`config.mk`:
```
export PLATFORM = sky130hd
export DESIGN_NAME = l1_trigger_rate_scaler
export DESIGN_NICKNAME = d
export VERILOG_FILES = /design/src/rtl/l1_trigger_rate_scaler.sv
export SDC_FILE = /design/constraint.sdc
export NUM_CORES = 1
export LEC_CHECK = 0
export BUFFER_PORTS_ARGS = -buffer_cell sky130_fd_sc_hd__buf_2
export CORE_MARGIN = 4
export CORE_UTILIZATION = 50
export CTS_CLUSTER_DIAMETER = 200
export DETAILED_ROUTE_END_ITERATION = 7
export GPL_TIMING_DRIVEN = 0
export PLACE_DENSITY = 0.69
export SLEW_MARGIN = 20
export SYNTH_ARGS = -nofsm -noshare
export SYNTH_HDL_FRONTEND = slang
export SYNTH_SLANG_ARGS = --single-unit
```
`constraint.sdc`:
```
create_clock -name aclk -period 11.25 [get_ports aclk]
set_input_delay 1.6875 -clock aclk [delete_from_list [all_inputs] [get_ports aclk]]
set_output_delay 1.6875 -clock aclk [all_outputs]
set_load 0.01 [all_outputs]
```
`src/rtl/l1_trigger_rate_scaler.sv`:
```
// l1_trigger_rate_scaler
//   Per-beam trigger qualifier and rate scaler for the L1 beamformed trigger
//   path. Each raw beam bit goes through a mask and a programmable holdoff.
//   The qualified hits are counted over a programmable window, either once
//   (single-shot) or back to back (continuous). Window results are latched
//   into a saturating result bank that can be read by beam index.
//
// Ports
//   aclk          clock; all I/O is synchronous to it
//   reset_i       synchronous, active-high reset
//   trig_i        raw beam trigger bits
//   beam_mask_i   1 = beam disabled
//   holdoff_i     holdoff cycles after each qualified trigger
//   period_i      window length in cycles (0 is treated as 1)
//   continuous_i  1 = restart the window automatically
//   start_i       pulse: begin or restart a window
//   stop_i        pulse: abort counting (wins over start_i)
//   rd_idx_i      beam index to read
//   rd_dat_o      {overflow, count} of the latched result, 1-cycle latency
//   trigger_o     qualified trigger bits, registered
//   busy_o        high while a window is being counted
//   done_o        1-cycle pulse when new results have been latched
//   window_cnt_o  completed windows since reset (wraps)
module l1_trigger_rate_scaler #(
  parameter int NBEAMS       = 2,
  parameter int COUNT_BITS   = 32,
  parameter int PERIOD_BITS  = 32,
  parameter int HOLDOFF_BITS = 8,
  parameter int IDX_BITS     = 8
) (
  input  logic                    aclk,
  input  logic                    reset_i,
  input  logic [NBEAMS-1:0]       trig_i,
  input  logic [NBEAMS-1:0]       beam_mask_i,
  input  logic [HOLDOFF_BITS-1:0] holdoff_i,
  input  logic [PERIOD_BITS-1:0]  period_i,
  input  logic                    continuous_i,
  input  logic                    start_i,
  input  logic                    stop_i,
  input  logic [IDX_BITS-1:0]     rd_idx_i,
  output logic [COUNT_BITS:0]     rd_dat_o,
  output logic [NBEAMS-1:0]       trigger_o,
  output logic                    busy_o,
  output logic                    done_o,
  output logic [15:0]             window_cnt_o
);

  localparam logic ST_IDLE  = 1'b0;
  localparam logic ST_COUNT = 1'b1;

  localparam logic [COUNT_BITS-1:0]  COUNT_MAX  = '1;
  localparam logic [PERIOD_BITS-1:0] PERIOD_ONE = PERIOD_BITS'(1);

  logic                    state;
  logic                    cont_r;
  logic [PERIOD_BITS-1:0]  timer;
  logic [PERIOD_BITS-1:0]  period_eff;

  logic [HOLDOFF_BITS-1:0] hold     [NBEAMS];
  logic [COUNT_BITS-1:0]   live     [NBEAMS];
  logic [COUNT_BITS-1:0]   result   [NBEAMS];
  logic [NBEAMS-1:0]       ovf_live;
  logic [NBEAMS-1:0]       ovf_res;

  logic [NBEAMS-1:0]       hit;
  logic [COUNT_BITS-1:0]   live_next [NBEAMS];
  logic [NBEAMS-1:0]       sat_hit;
  logic [COUNT_BITS:0]     rd_next;

  assign period_eff = (period_i == '0) ? PERIOD_ONE : period_i;
  assign busy_o     = (state == ST_COUNT);

  // Qualification and saturating increment of the live counters.
  always_comb begin
    hit     = '0;
    sat_hit = '0;
    for (int unsigned b = 0; b < NBEAMS; b++) begin
      hit[b]       = trig_i[b] & ~beam_mask_i[b] & (hold[b] == '0);
      live_next[b] = live[b];
      if (hit[b]) begin
        if (live[b] == COUNT_MAX) begin
          sat_hit[b] = 1'b1;
        end else begin
          live_next[b] = live[b] + COUNT_BITS'(1);
        end
      end
    end
  end

  // Readout mux; indices outside the beam range read as zero.
  always_comb begin
    rd_next = '0;
    for (int unsigned b = 0; b < NBEAMS; b++) begin
      if (rd_idx_i == IDX_BITS'(b)) begin
        rd_next = {ovf_res[b], result[b]};
      end
    end
  end

  always_ff @(posedge aclk) begin
    if (reset_i) begin
      state        <= ST_IDLE;
      cont_r       <= 1'b0;
      timer        <= '0;
      ovf_live     <= '0;
      ovf_res      <= '0;
      rd_dat_o     <= '0;
      trigger_o    <= '0;
      done_o       <= 1'b0;
      window_cnt_o <= '0;
      for (int unsigned b = 0; b < NBEAMS; b++) begin
        hold[b]   <= '0;
        live[b]   <= '0;
        result[b] <= '0;
      end
    end else begin
      done_o    <= 1'b0;
      trigger_o <= hit;
      rd_dat_o  <= rd_next;

      // Holdoff runs independently of the counting state.
      for (int unsigned b = 0; b < NBEAMS; b++) begin
        if (hit[b]) begin
          hold[b] <= holdoff_i;
        end else if (hold[b] != '0) begin
          hold[b] <= hold[b] - HOLDOFF_BITS'(1);
        end
      end

      case (state)
        ST_IDLE: begin
          if (start_i && !stop_i) begin
            state    <= ST_COUNT;
            timer    <= period_eff;
            cont_r   <= continuous_i;
            ovf_live <= '0;
            for (int unsigned b = 0; b < NBEAMS; b++) begin
              live[b] <= '0;
            end
          end
        end

        ST_COUNT: begin
          if (stop_i) begin
            state <= ST_IDLE;
          end else if (start_i) begin
            timer    <= period_eff;
            cont_r   <= continuous_i;
            ovf_live <= '0;
            for (int unsigned b = 0; b < NBEAMS; b++) begin
              live[b] <= '0;
            end
          end else if (timer == PERIOD_ONE) begin
            // Last window cycle: this cycle's hits are folded straight into
            // the result so a continuous reload loses nothing.
            ovf_res      <= ovf_live | sat_hit;
            done_o       <= 1'b1;
            window_cnt_o <= window_cnt_o + 16'd1;
            ovf_live     <= '0;
            for (int unsigned b = 0; b < NBEAMS; b++) begin
              result[b] <= live_next[b];
              live[b]   <= '0;
            end
            if (cont_r) begin
              timer  <= period_eff;
              cont_r <= continuous_i;
            end else begin
              state <= ST_IDLE;
            end
          end else begin
            timer    <= timer - PERIOD_ONE;
            ovf_live <= ovf_live | sat_hit;
            for (int unsigned b = 0; b < NBEAMS; b++) begin
              live[b] <= live_next[b];
            end
          end
        end

        default: state <= ST_IDLE;
      endcase
    end
  end

endmodule

```
==> flow_metrics.tcl, run 1 <==
set metrics [dict create \
    status "finished, final reports clean" \
    synth_area_leaders "edfxtp_1 (38%), dfxtp_1 (16%), nor2_1 (7.7%)" \
    drt-initial-drc-count 930 \
    globalplace.congestion 0.940 \
    seq_area_frac_synth_pct 54.1 \
    cts.sinks 234 \
    synth_edf_count 144 \
    crit_buf_inv 3 \
    clk_pin_slew_worst_paths_ps 60 \
    synthArstFlopShare_pct 0 \
    switching_share_pct 26.3 \
    cts_tree "done" \
    arrival_ps 4290 \
    dr.pass1.iters 5 \
    coreArea_mm2 0.0220 \
    cts-root-buf "clkbuf_16" \
    syn_area_mm2 0.0113 \
    highest-signal-layer "met4" \
    worst_path_dominant_cell_family "simple AND/OR/NAND/NOR gates" \
    syn_nets 1209 \
    hold_depth 2 \
    critPathLaunch "timer[12]" \
    worstMarginPinSlew_ps 1070 \
    areaGrowthSynthToFinish_pct 16.0 \
    setup_viol 0 \
    nets 1347 \
    timing_hold_violations_final 0 \
    fin_skew_ps 11.6 \
    dp_hpwl_um 21100 \
    slew_violations 0 \
    routed_via_density 5.90 \
    worstSetupStartpointType "register" \
    reg2reg_from "timer[12]" \
    synth_cell_types 58 \
    rsz0062_at_grt "false" \
    drc_errors 0 \
    period_share_pct 36.4 \
    met1Wirelength_um 13200 \
    fin_setup_tns_ps 0 \
    ys_seq_elements 234 \
    reg2reg_depth 8 \
    crit_required_ps 11450 \
    power_density_mw_per_mm2 164 \
    io_buffers 108 \
    start_util_pct 51.4 \
    syn_inst 1143 \
    io_pins 110 \
    diodes 0 \
    leakagePower_nw 4.67 \
    gr-total-overflow 0 \
    clk-insertion-delay-late_ps 530 \
    die_h_um 158 \
    die_area_mm2 0.0251 \
    drive_gt1_share_pct 14.4 \
    post_cts_buffers 0 \
    cp_num_cells 8 \
    grt_pass1_vias 8781 \
    hp-start "result[0][36]" \
    fin_util_pct 59.6 \
    layout_min_cycle_time_ps 4090 \
    die_x_um 158 \
    yosysWarnings 0 \
    track_usage_pct 23.2 \
    p_seq_share_pct 47.5 \
    fmax_ghz 0.245 \
    cp_common_cell "or4_4" \
    cp-end-kind "register" \
    slew_headroom_pct 27.8 \
    crit_type "register to register" \
    drt-wirelength-per-cell_um 18.7 \
    yosys_most_used_dff "edfxtp_1" \
    yosysTopAreaCell "edfxtp_1" \
    vias 9323 \
    post_cts_resized 0 \
    hold_buffers 0 \
    postRouteAntennaNets 0 \
    crit_slowest_cell "nor4_2" \
    irDropWorstVdd_v 0.000125 \
    h-tree-depth 1 \
    antenna_found_initial 0 \
    synth.most_common_cell "nor2_1" \
    cts_buffers 26 \
    met3_length_um 2280 \
    synth_common_cells "nor2_1 (232), edfxtp_1 (144), dfxtp_1 (90), nand2_1 (67), xnor2_1 (61)" \
    grt_pass1_wl_um 46300 \
    synth.avg_cell_area_um2 9.91 \
    internal_power_w 0.00158 \
    combPwrFrac_pct 12.9 \
    wirelength_um 29500 \
    max_cap_viol_count 0 \
    rows 54 \
    cp_slowest_stage_delay_ps 690 \
    crit_chain "or4_4 > or4_4 > buf_6 > nor4_2 > clkbuf_1 > nand2_1 > nand2_4 > buf_12" \
    wl_met2_um 13400 \
    worstHoldPathType "register to register" \
    p_clk_share_pct 39.6 \
    grt_max_degree 46 \
    power_switching_w 0.000566 \
    cp_max_fo 45 \
    synth_top_area_share_pct 38.2 \
    clockBufferDepth 3 \
]
-- kinds of logic (layout without fill, tap and decap cells) --
family	count (synthesis)	after routing	share of synthesized area, %
xor+xnor	86	86	6.65
flops	234	234	54.1
fa+ha+maj	9	9	0.994
simple gates	570	570	24.5
mux	38	38	3.36
compound gates	119	119	6.91
buf+inv	87	245	3.48
-- stage by stage --
stage	hold slack [ps]	instance area, µm²	setup slack [ps]	power, W	instances
detailed placement	463	12300	6940	0.00131	1533
CTS	482	13100	7290	0.00216	1581
floorplan	453	11300	7060	0.00123	1143
global placement	455	12200	5430	0.00130	1531
finish	482	13100	7160	0.00215	1581
global route	499	13100	7080	0.00223	1581
-- final cells by class --
cell class | instances | area (µm²)
Buffer | 58 | 285
Clock buffer | 34 | 763
Clock inverter | 14 | 105
Fill cell | 1904 | 8890
Inverter | 29 | 109
Multi-Input combinational cell | 822 | 4820
Sequential cell | 234 | 6130
Tap cell | 280 | 350
Timing Repair Buffer | 110 | 581
-- registers in the layout, summed over array words and instances (netlist names) --
signal	count
hold	16
busy_o	1
ovf_res	2
rd_dat_o	33
done_o	1
cont_r	1
window_cnt_o	16
ovf_live	2
result	64
timer	32
live	64
trigger_o	2
-- power groups by stage --
stage / registers (W) / clock network (W) / logic [W]
5_1_grt: 0.00103 / 0.000899 / 0.000307
6_report: 0.00102 / 0.000852 / 0.000276
2_1_floorplan: 0.00103 / 0 / 0.000203
4_1_cts: 0.00102 / 0.000861 / 0.000275
3_3_place_gp: 0.00104 / 0 / 0.000265
3_5_place_dp: 0.00104 / 0 / 0.000273
-- worst register-to-register path: stages (launching register included) --
cell and delay (ps):
dfxtp_1 360, or4_4 570, or4_4 510, buf_6 160, nor4_2 690, clkbuf_1 540, nand2_1 290, nand2_4 320
buf_12 290
-- routing by layer --
layer / track usage, % / vias to the layer above
met2: 36.8 / 394
met3: 3.97 / 52
met4: 5.61 / 0
li1: - / 4449
met1: 33.7 / 4428
met5: 0 / -
-- cell usage in the layout (no fill, tap or decap), drive strengths merged, types with 11 or more instances in the layout --
| cell type | instances |
|---|---|
| o21ai | 24 |
| nor4 | 49 |
| buf | 134 |
| nor2 | 232 |
| nand4 | 39 |
| nand3 | 58 |
| nor3 | 58 |
| clkinv | 11 |
| a211oi | 12 |
| dfxtp | 90 |
| inv | 31 |
| clkbuf | 68 |
| xor2 | 25 |
| nand2 | 67 |
| xnor2 | 61 |
| a31oi | 15 |
| a21oi | 24 |
| or4 | 11 |
| mux2i | 38 |
| edfxtp | 144 |
-- path summary, 6_finish.rpt --
kind	to	slack, ps
setup / recovery	result[0][18]	7160
hold / removal	rd_dat_o[4]	480
setup reg to reg	result[0][18]	7160
hold reg to reg	rd_dat_o[4]	480
(Power assumes the default switching activity.)
==> run 2: changes to the inputs <==
==> constraint.sdc (replaced) <==
create_clock -name aclk -period 3.8 [get_ports aclk]
set_input_delay 0.57 -clock aclk [delete_from_list [all_inputs] [get_ports aclk]]
set_output_delay 0.57 -clock aclk [all_outputs]
set_load 0.01 [all_outputs]
==> flow_metrics.tcl, run 2 (synthesis gave the netlist of run 1 again) <==
set metrics [dict create \
    grt_pass1_vias 8582 \
    internal_power_w 0.00480 \
    track_usage_pct 23.1 \
    arrival_ps 3850 \
    cp-end-kind "register" \
    rrSetupSlack_ps 150 \
    layout_commonest_cell "nor2_1" \
    power_density_mw_per_mm2 491 \
    dp_hpwl_um 21200 \
    hold_buffers 0 \
    leakagePower_nw 4.68 \
    grt_pass1_wl_um 45900 \
    fmax_ghz 0.274 \
    crit_buf_inv 3 \
    h-tree-depth 1 \
    power_switching_w 0.00168 \
    placed_cell_area_mm2 0.0123 \
    worstMarginPinSlew_ps 960 \
    dr.pass1.iters 5 \
    cp_max_fo 37 \
    io_buffers 108 \
    drive_gt1_share_pct 14.5 \
    switching_share_pct 26.0 \
    cts_buffers 26 \
    fin_setup_tns_ps 0 \
    diodes 0 \
    vias 9248 \
    clk-insertion-delay-late_ps 520 \
    setup_viol 0 \
    reg2reg_from "timer[12]" \
    cts-root-buf "clkbuf_16" \
    critPathLaunch "timer[12]" \
    cts_tree "done" \
    register_area_mm2 0.00613 \
    die_area_mm2 0.0251 \
    crit_type "register to register" \
    crit_chain "or4_4 > or4_4 > buf_6 > nor4_4 > clkbuf_2 > nand2_1 > nand2_4 > buf_12" \
    globalplace.congestion 0.952 \
    drc_errors 0 \
    grt_max_degree 47 \
    io_pins 110 \
    worstHoldPathType "input pin to register" \
    nFillCells 1861 \
    worst_path_dominant_cell_family "simple AND/OR/NAND/NOR gates" \
    drt-wirelength-per-cell_um 18.6 \
    start_util_pct 51.4 \
    period_share_pct 96.0 \
    cts.sinks 234 \
    post-route-cell-area_mm2 0.0132 \
    top_regs "live (64), result (64), rd_dat_o (33)" \
    rsz0062_at_grt "false" \
    p_clk_share_pct 40.7 \
    irDropWorstVdd_v 0.000281 \
    reg2reg_depth 8 \
    p_seq_share_pct 46.7 \
    hold_depth 2 \
    nets 1347 \
    final_cell_mix "nor2_1 (232), edfxtp_1 (144), buf_2 (113)" \
    power_w 0.00648 \
    cp_common_cell "or4_4" \
    r2r-end "result[0][46]" \
    wirelength_um 29500 \
    gr-total-overflow 0 \
    slew_violations 0 \
    max_cap_viol_count 0 \
    antenna_found_initial 0 \
    clk_pin_slew_worst_paths_ps 70 \
    combPwrFrac_pct 12.6 \
    hp-start "period_i[22]" \
    crit_slowest_cell "or4_4" \
    dp_slack_ps -142 \
    timing_hold_violations_final 0 \
    cp_num_cells 8 \
    worstSetupStartpointType "register" \
    clockBufferDepth 3 \
    areaGrowthSynthToFinish_pct 16.7 \
    coreArea_mm2 0.0220 \
    fin_skew_ps 13.1 \
    drt-initial-drc-count 1068 \
    postRouteAntennaNets 0 \
    min_to "timer[22]" \
    multi_input_area_mm2 0.00483 \
    routed_via_density 5.85 \
    cp_slowest_stage_delay_ps 560 \
    rows 54 \
    setup_ws_ps 153 \
    crit_required_ps 4010 \
    die_x_um 158 \
    status "finished, final reports clean" \
    die_h_um 158 \
    layout_min_cycle_time_ps 3650 \
    hold_slack_ps 280 \
    slew_headroom_pct 35.9 \
]
-- run 2: what timing repair did --
action	CTS	global route
hold endpoints to repair	0	0
gates cloned	0	0
resized for setup	1	2
pin swaps	0	0
buffers inserted	0	0
setup endpoints to repair	37	37
-- run 2: area by class of cell --
type | count | area share [%]
multi-input cells | 822 | 36.6
clock inverters | 19 | 1.70
flip-flops and latches | 234 | 46.4
repair buffers | 110 | 4.45
inverters | 29 | 0.824
well taps | 280 | 2.65
clock buffers | 29 | 5.25
plain buffers | 58 | 2.17
-- run 2: worst max-delay path by stage --
| stage | slack (ps) | end |
|---|---|---|
| floorplan | 210 | result[0][0] |
| global placement | -910 | live[0][14] |
| detailed placement | -140 | result[0][16] |
| CTS | 20 | result[0][46] |
| global route | 80 | result[0][16] |
| finish | 150 | result[0][46] |
-- run 2: power by group through the flow --
stage / logic (W) / clock network [W] / registers [W]
3_3_place_gp: 0.000785 / 0 / 0.00307
4_1_cts: 0.000811 / 0.00269 / 0.00302
2_1_floorplan: 0.000601 / 0 / 0.00304
5_1_grt: 0.000905 / 0.00280 / 0.00305
6_report: 0.000819 / 0.00264 / 0.00303
3_5_place_dp: 0.000802 / 0 / 0.00307
-- run 2: per-layer routing --
metal	part of all wire [%]	up-vias	GRT usage (%)
li1	-	4454	-
met1	44	4340	32.9
met5	0	-	0
met3	8.5	56	4.81
met4	3.1	0	7.19
met2	44	398	35.7
-- run 2: per-stage QoR --
step	utilization, %	cells
finish	60.0	1581
global route	60.0	1581
CTS	59.9	1581
detailed placement	55.7	1533
global placement	55.5	1531
floorplan	-	1143
